File: src/rtl/fp32_serdes_if.sv
// Pin-side byte streams, operand/result words to the external fp32 adder, and status for fp32_serdes.
// The slave modport is the serdes itself; the master modport is its environment.
interface fp32_serdes_if;
    logic [7:0]  in_byte;
    logic        in_valid;
    logic        in_ready;
    logic [31:0] op_a;
    logic [31:0] op_b;
    logic [31:0] sum;
    logic [7:0]  out_byte;
    logic        out_valid;
    logic        out_ready;
    logic        busy;

    modport master (
        output in_byte, in_valid, sum, out_ready,
        input  in_ready, op_a, op_b, out_byte, out_valid, busy
    );

    modport slave (
        input  in_byte, in_valid, sum, out_ready,
        output in_ready, op_a, op_b, out_byte, out_valid, busy
    );
endinterface

File: src/rtl/fp32_serdes.sv
// Byte-serial front end for an external fp32 adder: loads two operands little-endian, returns the sum as 4 bytes.
// Define FP32_SERDES_PIPE_EN to register the adder result through an extra CALC2 stage.
module fp32_serdes (
    input  logic         clk,
    input  logic         rst,
    fp32_serdes_if.slave bus
);

    typedef enum logic [1:0] {
        LOAD  = 2'd0,
        CALC  = 2'd1,
`ifdef FP32_SERDES_PIPE_EN
        CALC2 = 2'd2,
`endif
        SEND  = 2'd3
    } state_t;

    state_t      state;
    state_t      state_next;
    logic [2:0]  in_idx;
    logic [1:0]  out_idx;
    logic [31:0] op_a;
    logic [31:0] op_b;
    logic [31:0] result;
`ifdef FP32_SERDES_PIPE_EN
    logic [31:0] pipe;
`endif

    logic in_take;
    logic out_take;

    assign in_take  = bus.in_valid && (state == LOAD);
    assign out_take = bus.out_ready && (state == SEND);

    // NOTE: state registers use non-blocking assignments so every flop samples pre-edge values.
    always_ff @(posedge clk) begin
        if (rst) state <= LOAD;
        else     state <= state_next;
    end

    // NOTE: next state defaults to the current state first, so no path leaves it unassigned (no latch).
    always_comb begin
        state_next = state;
        case (state)
            LOAD: if (in_take && (in_idx == 3'd7)) state_next = CALC;
`ifdef FP32_SERDES_PIPE_EN
            CALC:  state_next = CALC2;
            CALC2: state_next = SEND;
`else
            CALC:  state_next = SEND;
`endif
            SEND: if (out_take && (out_idx == 2'd3)) state_next = LOAD;
            default: state_next = LOAD;
        endcase
    end

    always_ff @(posedge clk) begin
        if (rst) begin
            in_idx  <= 3'd0;
            out_idx <= 2'd0;
            op_a    <= 32'h0;
            op_b    <= 32'h0;
            result  <= 32'h0;
`ifdef FP32_SERDES_PIPE_EN
            pipe    <= 32'h0;
`endif
        end else begin
            // Operands are written byte by byte, so they only change once a new load starts.
            if (in_take) begin
                in_idx <= in_idx + 3'd1;
                if (!in_idx[2]) op_a[{in_idx[1:0], 3'b000} +: 8] <= bus.in_byte;
                else            op_b[{in_idx[1:0], 3'b000} +: 8] <= bus.in_byte;
            end
`ifdef FP32_SERDES_PIPE_EN
            if (state == CALC)  pipe   <= bus.sum;
            if (state == CALC2) result <= pipe;
`else
            if (state == CALC)  result <= bus.sum;
`endif
            if (out_take) out_idx <= out_idx + 2'd1;
        end
    end

    assign bus.in_ready  = (state == LOAD);
    assign bus.out_valid = (state == SEND);
    assign bus.out_byte  = (state == SEND) ? result[{out_idx, 3'b000} +: 8] : 8'h00;
    assign bus.op_a      = op_a;
    assign bus.op_b      = op_b;
    assign bus.busy      = !((state == LOAD) && (in_idx == 3'd0));

endmodule

File: src/flat_wrapper.sv
// flat-port wrapper written by rule: the top's interface ports become plain ports
module fp32_serdes_flat 
  (clk, rst, bus_in_byte, bus_in_valid, bus_sum, bus_out_ready, bus_in_ready, bus_op_a, bus_op_b, bus_out_byte, bus_out_valid, bus_busy);
  fp32_serdes_if bus_i ();
  input  logic clk;
  input  logic rst;
  input wire logic [$bits(bus_i.in_byte)-1:0] bus_in_byte;
  input wire logic [$bits(bus_i.in_valid)-1:0] bus_in_valid;
  input wire logic [$bits(bus_i.sum)-1:0] bus_sum;
  input wire logic [$bits(bus_i.out_ready)-1:0] bus_out_ready;
  output wire logic [$bits(bus_i.in_ready)-1:0] bus_in_ready;
  output wire logic [$bits(bus_i.op_a)-1:0] bus_op_a;
  output wire logic [$bits(bus_i.op_b)-1:0] bus_op_b;
  output wire logic [$bits(bus_i.out_byte)-1:0] bus_out_byte;
  output wire logic [$bits(bus_i.out_valid)-1:0] bus_out_valid;
  output wire logic [$bits(bus_i.busy)-1:0] bus_busy;
  assign bus_i.in_byte = bus_in_byte;
  assign bus_i.in_valid = bus_in_valid;
  assign bus_i.sum = bus_sum;
  assign bus_i.out_ready = bus_out_ready;
  assign bus_in_ready = bus_i.in_ready;
  assign bus_op_a = bus_i.op_a;
  assign bus_op_b = bus_i.op_b;
  assign bus_out_byte = bus_i.out_byte;
  assign bus_out_valid = bus_i.out_valid;
  assign bus_busy = bus_i.busy;
  fp32_serdes u_core (.clk(clk), .rst(rst), .bus(bus_i));
endmodule
File: config.mk
export PLATFORM = sky130hd
export DESIGN_NAME = fp32_serdes_flat
export DESIGN_NICKNAME = d
export VERILOG_FILES = /design/src/rtl/fp32_serdes_if.sv /design/src/rtl/fp32_serdes.sv /design/src/flat_wrapper.sv
export SDC_FILE = /design/constraint.sdc
export NUM_CORES = 1
export LEC_CHECK = 0
export CORE_UTILIZATION = 52
export DETAILED_ROUTE_END_ITERATION = 16
export GPL_TIMING_DRIVEN = 0
export PLACE_DENSITY = 0.95
export SETUP_SLACK_MARGIN = 0.2
export SYNTH_ARGS = -nofsm -noshare
export SYNTH_HDL_FRONTEND = slang
export SYNTH_SLANG_ARGS = --single-unit
File: constraint.sdc
create_clock -name clk -period 3.5 [get_ports clk]
set_clock_uncertainty 0.15 [all_clocks]
set_input_delay 0.7 -clock clk [delete_from_list [all_inputs] [get_ports clk]]
set_output_delay 0.7 -clock clk [all_outputs]
set_load 0.02 [all_outputs]
==> impl_results.md <==
- Pre-antenna DRT Iters: 4
- Buf+Inv Stages, Crit Path: 2
- Vias in the first global route: a little under 4000
- Min Clock Period, post-route: 3.18 ns
- Die ar.: 8650 um2
- Largest fanout on the critical path: 9
- Clock Sinks: 103
- Worst-path cell chain: clkbuf_1 > mux4_2 > and2_1 > clkdlybuf4s50_1
- Largest cells by area after synthesis: dfxtp_1 48%, nand2_1 12%, mux2i_1 12%, a21oi_1 4.6%, mux4_2 4.2%
- Post-Route WL: 11.8 mm
- Skew-Pair Late Insertion Delay: 0.36 ns
- CP Capture Type: output port
- GP Congestion: 0.869
- Mux contribution to synthesized area: 16.0%
- Largest family of logic cells by synthesized area: simple AND/OR/NAND/NOR gates
- Post-Syn Nets: 510
- Share of layout cells above drive strength 1: around 9%
- Yosys top cell area share: about 48%
- Worst slew margin: 46.5%
- Total global-route track usage: between 20% and 30%
- Largest net degree at the start of global routing: 19
- Post-Syn Area per Cell: between 9 and 10 um2
- Initial DRC count: 193
- Switch Pwr: 0.549 mW
- Routed Antenna Nets: 0
- Nets: 639
- Startpoint types: flop
- WP data required: 2.65 ns
- Yosys cell types: 37
- Async SR Flop Fraction: 0%
- Most numerous cell in the Yosys netlist: nand2_1
- CP arrival: approximately 2.3 ns
- XOR/XNOR Fraction of Synth Area: 0.407%
- Leading area contributor after synthesis: dfxtp_1
- Port Buffers: 118
- Core Region: just under 8000 um2
- RSZ-0062 raised after global routing: no
- Overflow after GRT: 0
- Die Wd: about 93 um
- Final hold violation count: 0
- CTS buffer count: 9
- Fmax: between 0.3 and 0.4 GHz
- Internal power: 1.62 mW
- Post-CTS Hold Buffers: 0
- H-tree levels: 3
- Chip Height: 93.0 um
- Row cnt: 32
- CTS root buffer: clkbuf_8
- Cell Area, Synth: around 4300 um2
- Leakage: ~2.2 nW
- Run status: complete, no violations
- Worst path max stage delay: 0.54 ns
- Synth Instances: roughly 460
- First-pass GRT wire length: between 15 and 20 mm
- P per Cell Area: 372 nW/um2
- Yosys reg bits: between 100 and 150
- Routed via count: 3883
- Starting Density: 54.6%
- Worst Setup Path Type: flop to output port
- Seq/Total Area, Yosys: a little under half
- Vias per inst: around 5.6
- Post_cts resized: 0
- Routed len/inst: approximately 17 um
- Synth Area in Compound Gates: 7.75%
- Combinational fraction of design power: 9.4%
- TNS Setup: 0 ns
- Clk pwr share: between 30 and 40%
- Sequential power share: 54.8%
- Slew Viols, Final: 0
- Max_cap viols: 0
- R2R Setup Slk: 1.16 ns
- Pwr Total: 2.17 mW
- Crit-path slowest cell: clkdlybuf4s50_1
- # DRC: 0
- Initial antenna violation count: 0
- CP top delay family: buffers and inverters
- Number of enable flip-flop cells after synthesis: 0
- Simple-gate area share of the yosys netlist: 21.6%
- Post-DP HPWL: 8.88 mm
- Post-synth top flop: dfxtp_1
- CTS tree: done
- Synth warnings: 0
- I/O pin count: 119
- Clock tree buffer depth: 2
- Antenna diodes: 0
- Max IR drop VDD: 242 uV
- Adder-Cell Fraction of Synth Area: 2.03%
- Synth top cells by count: 137 x nand2_1, 103 x dfxtp_1, 51 x mux2i_1
- Sw frac: 25.3%
- Final setup violating endpoints: 0
- Clock transition at path regs: about 0.11 ns
- Area Growth Syn to Fin: 35.1%
- Worst slew pin tran: 0.800 ns
- FILL cells: 521
- Min-delay worst type: flop to flop
- Post CTS Setup Buffer Count: 0
- Final worst-path cycle share: 90.9%
per-layer routing:
layer	global-route usage, %	wire length (um)	part of all wire (%)	vias to the layer above
met1	31.6	4470	38	1849
met3	4.31	837	7.1	25
met4	11.9	269	2.3	0
met5	0	0	0	-
met2	51.0	6220	53	196
li1	-	-	-	1813
worst paths after layout:
check                                        from                  end  cells past startpoint
worst max-delay path            u_core.out_idx[1]      bus_out_byte[2]                      4
worst min-delay path            u_core.result[16]    u_core.result[16]                      2
worst max register to register   u_core.in_idx[0]  u_core.bus.op_a[22]                      5
worst min register to register  u_core.result[16]    u_core.result[16]                      2
flip-flops by register name, indices dropped and copies added, names as in the netlist:
signal           flops
u_core.out_idx       2
u_core.bus.op_a     32
u_core.bus.op_b     32
u_core.state         2
u_core.result       32
u_core.in_idx        3
through the flow:
| step | hold slack [ns] | utilization [%] | setup WS, ns | cells | cell area [um2] |
|---|---|---|---|---|---|
| floorplan | 0.283 | - | 1.34 | 459 | 4310 |
| global placement | 0.289 | 71.2 | 0.779 | 679 | 5620 |
| detailed placement | 0.297 | 71.2 | 0.724 | 679 | 5620 |
| CTS | 0.311 | 73.8 | 0.309 | 695 | 5820 |
| global route | 0.332 | 73.8 | 0.201 | 695 | 5820 |
| finish | 0.310 | 73.8 | 0.319 | 695 | 5820 |
cells by family (layout without fill, tap and decap cells):
group                      count (synthesis)  in the layout
adders and majority gates                  7              7
DFF                                      103            103
buffers and inverters                     37            171
AOI/OAI and AO/OA                         57             57
xor gates and xnor gates                   2              2
and+or+nand+nor                          194            194
muxes                                     59             59
power groups by stage:
stage	clock [mW]	sequential, mW	combinational (mW)
after floorplan	0	1.22	0.0984
after detailed placement	0	1.21	0.200
after CTS	0.780	1.19	0.202
final	0.776	1.19	0.204
after global placement	0	1.21	0.195
after global routing	0.832	1.19	0.217
worst register-to-register path, stage by stage, from the launching register on:
cell,delay [ns]
dfxtp_1,0.50
inv_1,0.13
ha_1,0.39
nor4b_2,0.69
nand2_1,0.19
mux2i_1,0.22
layout make-up:
type                    count  area (um2)  share of cell area, %
flip-flops and latches    103        2060                   35.4
multi-input cells         319        2060                   35.4
repair buffers            118        1180                   20.3
plain buffers              32         166                   2.86
clock buffers              10         128                   2.19
well taps                 102         128                   2.19
clock inverters             6        76.3                   1.31
inverters                   5        18.8                  0.322
layout by cell type, fill, tap and decap left out, drive strengths merged:
| cell type | synthesis | layout |
|---|---|---|
| nor4b | 2 | 2 |
| nor2b | 9 | 9 |
| xnor2 | 1 | 1 |
| clkdlybuf4s50 | 0 | 118 |
| bufinv | 0 | 1 |
| buf | 23 | 23 |
| clkbuf | 9 | 19 |
| ha | 7 | 7 |
| a21oi | 40 | 40 |
| mux2i | 51 | 51 |
| nand2 | 137 | 137 |
| and4bb | 2 | 2 |
| dfxtp | 103 | 103 |
| or4b | 1 | 1 |
| a32o | 8 | 8 |
| a41o | 1 | 1 |
| xor2 | 1 | 1 |
| o21ai | 8 | 8 |
| nor3b | 4 | 4 |
| inv | 5 | 8 |
| and2 | 10 | 10 |
| clkinv | 0 | 2 |
| nand4 | 8 | 8 |
| and3 | 3 | 3 |
| and2b | 2 | 2 |
| nor2 | 7 | 7 |
| mux4 | 8 | 8 |
| nand3b | 1 | 1 |
| nand2b | 1 | 1 |
| nand3 | 6 | 6 |
| and3b | 1 | 1 |
(Power assumes the default switching activity.)
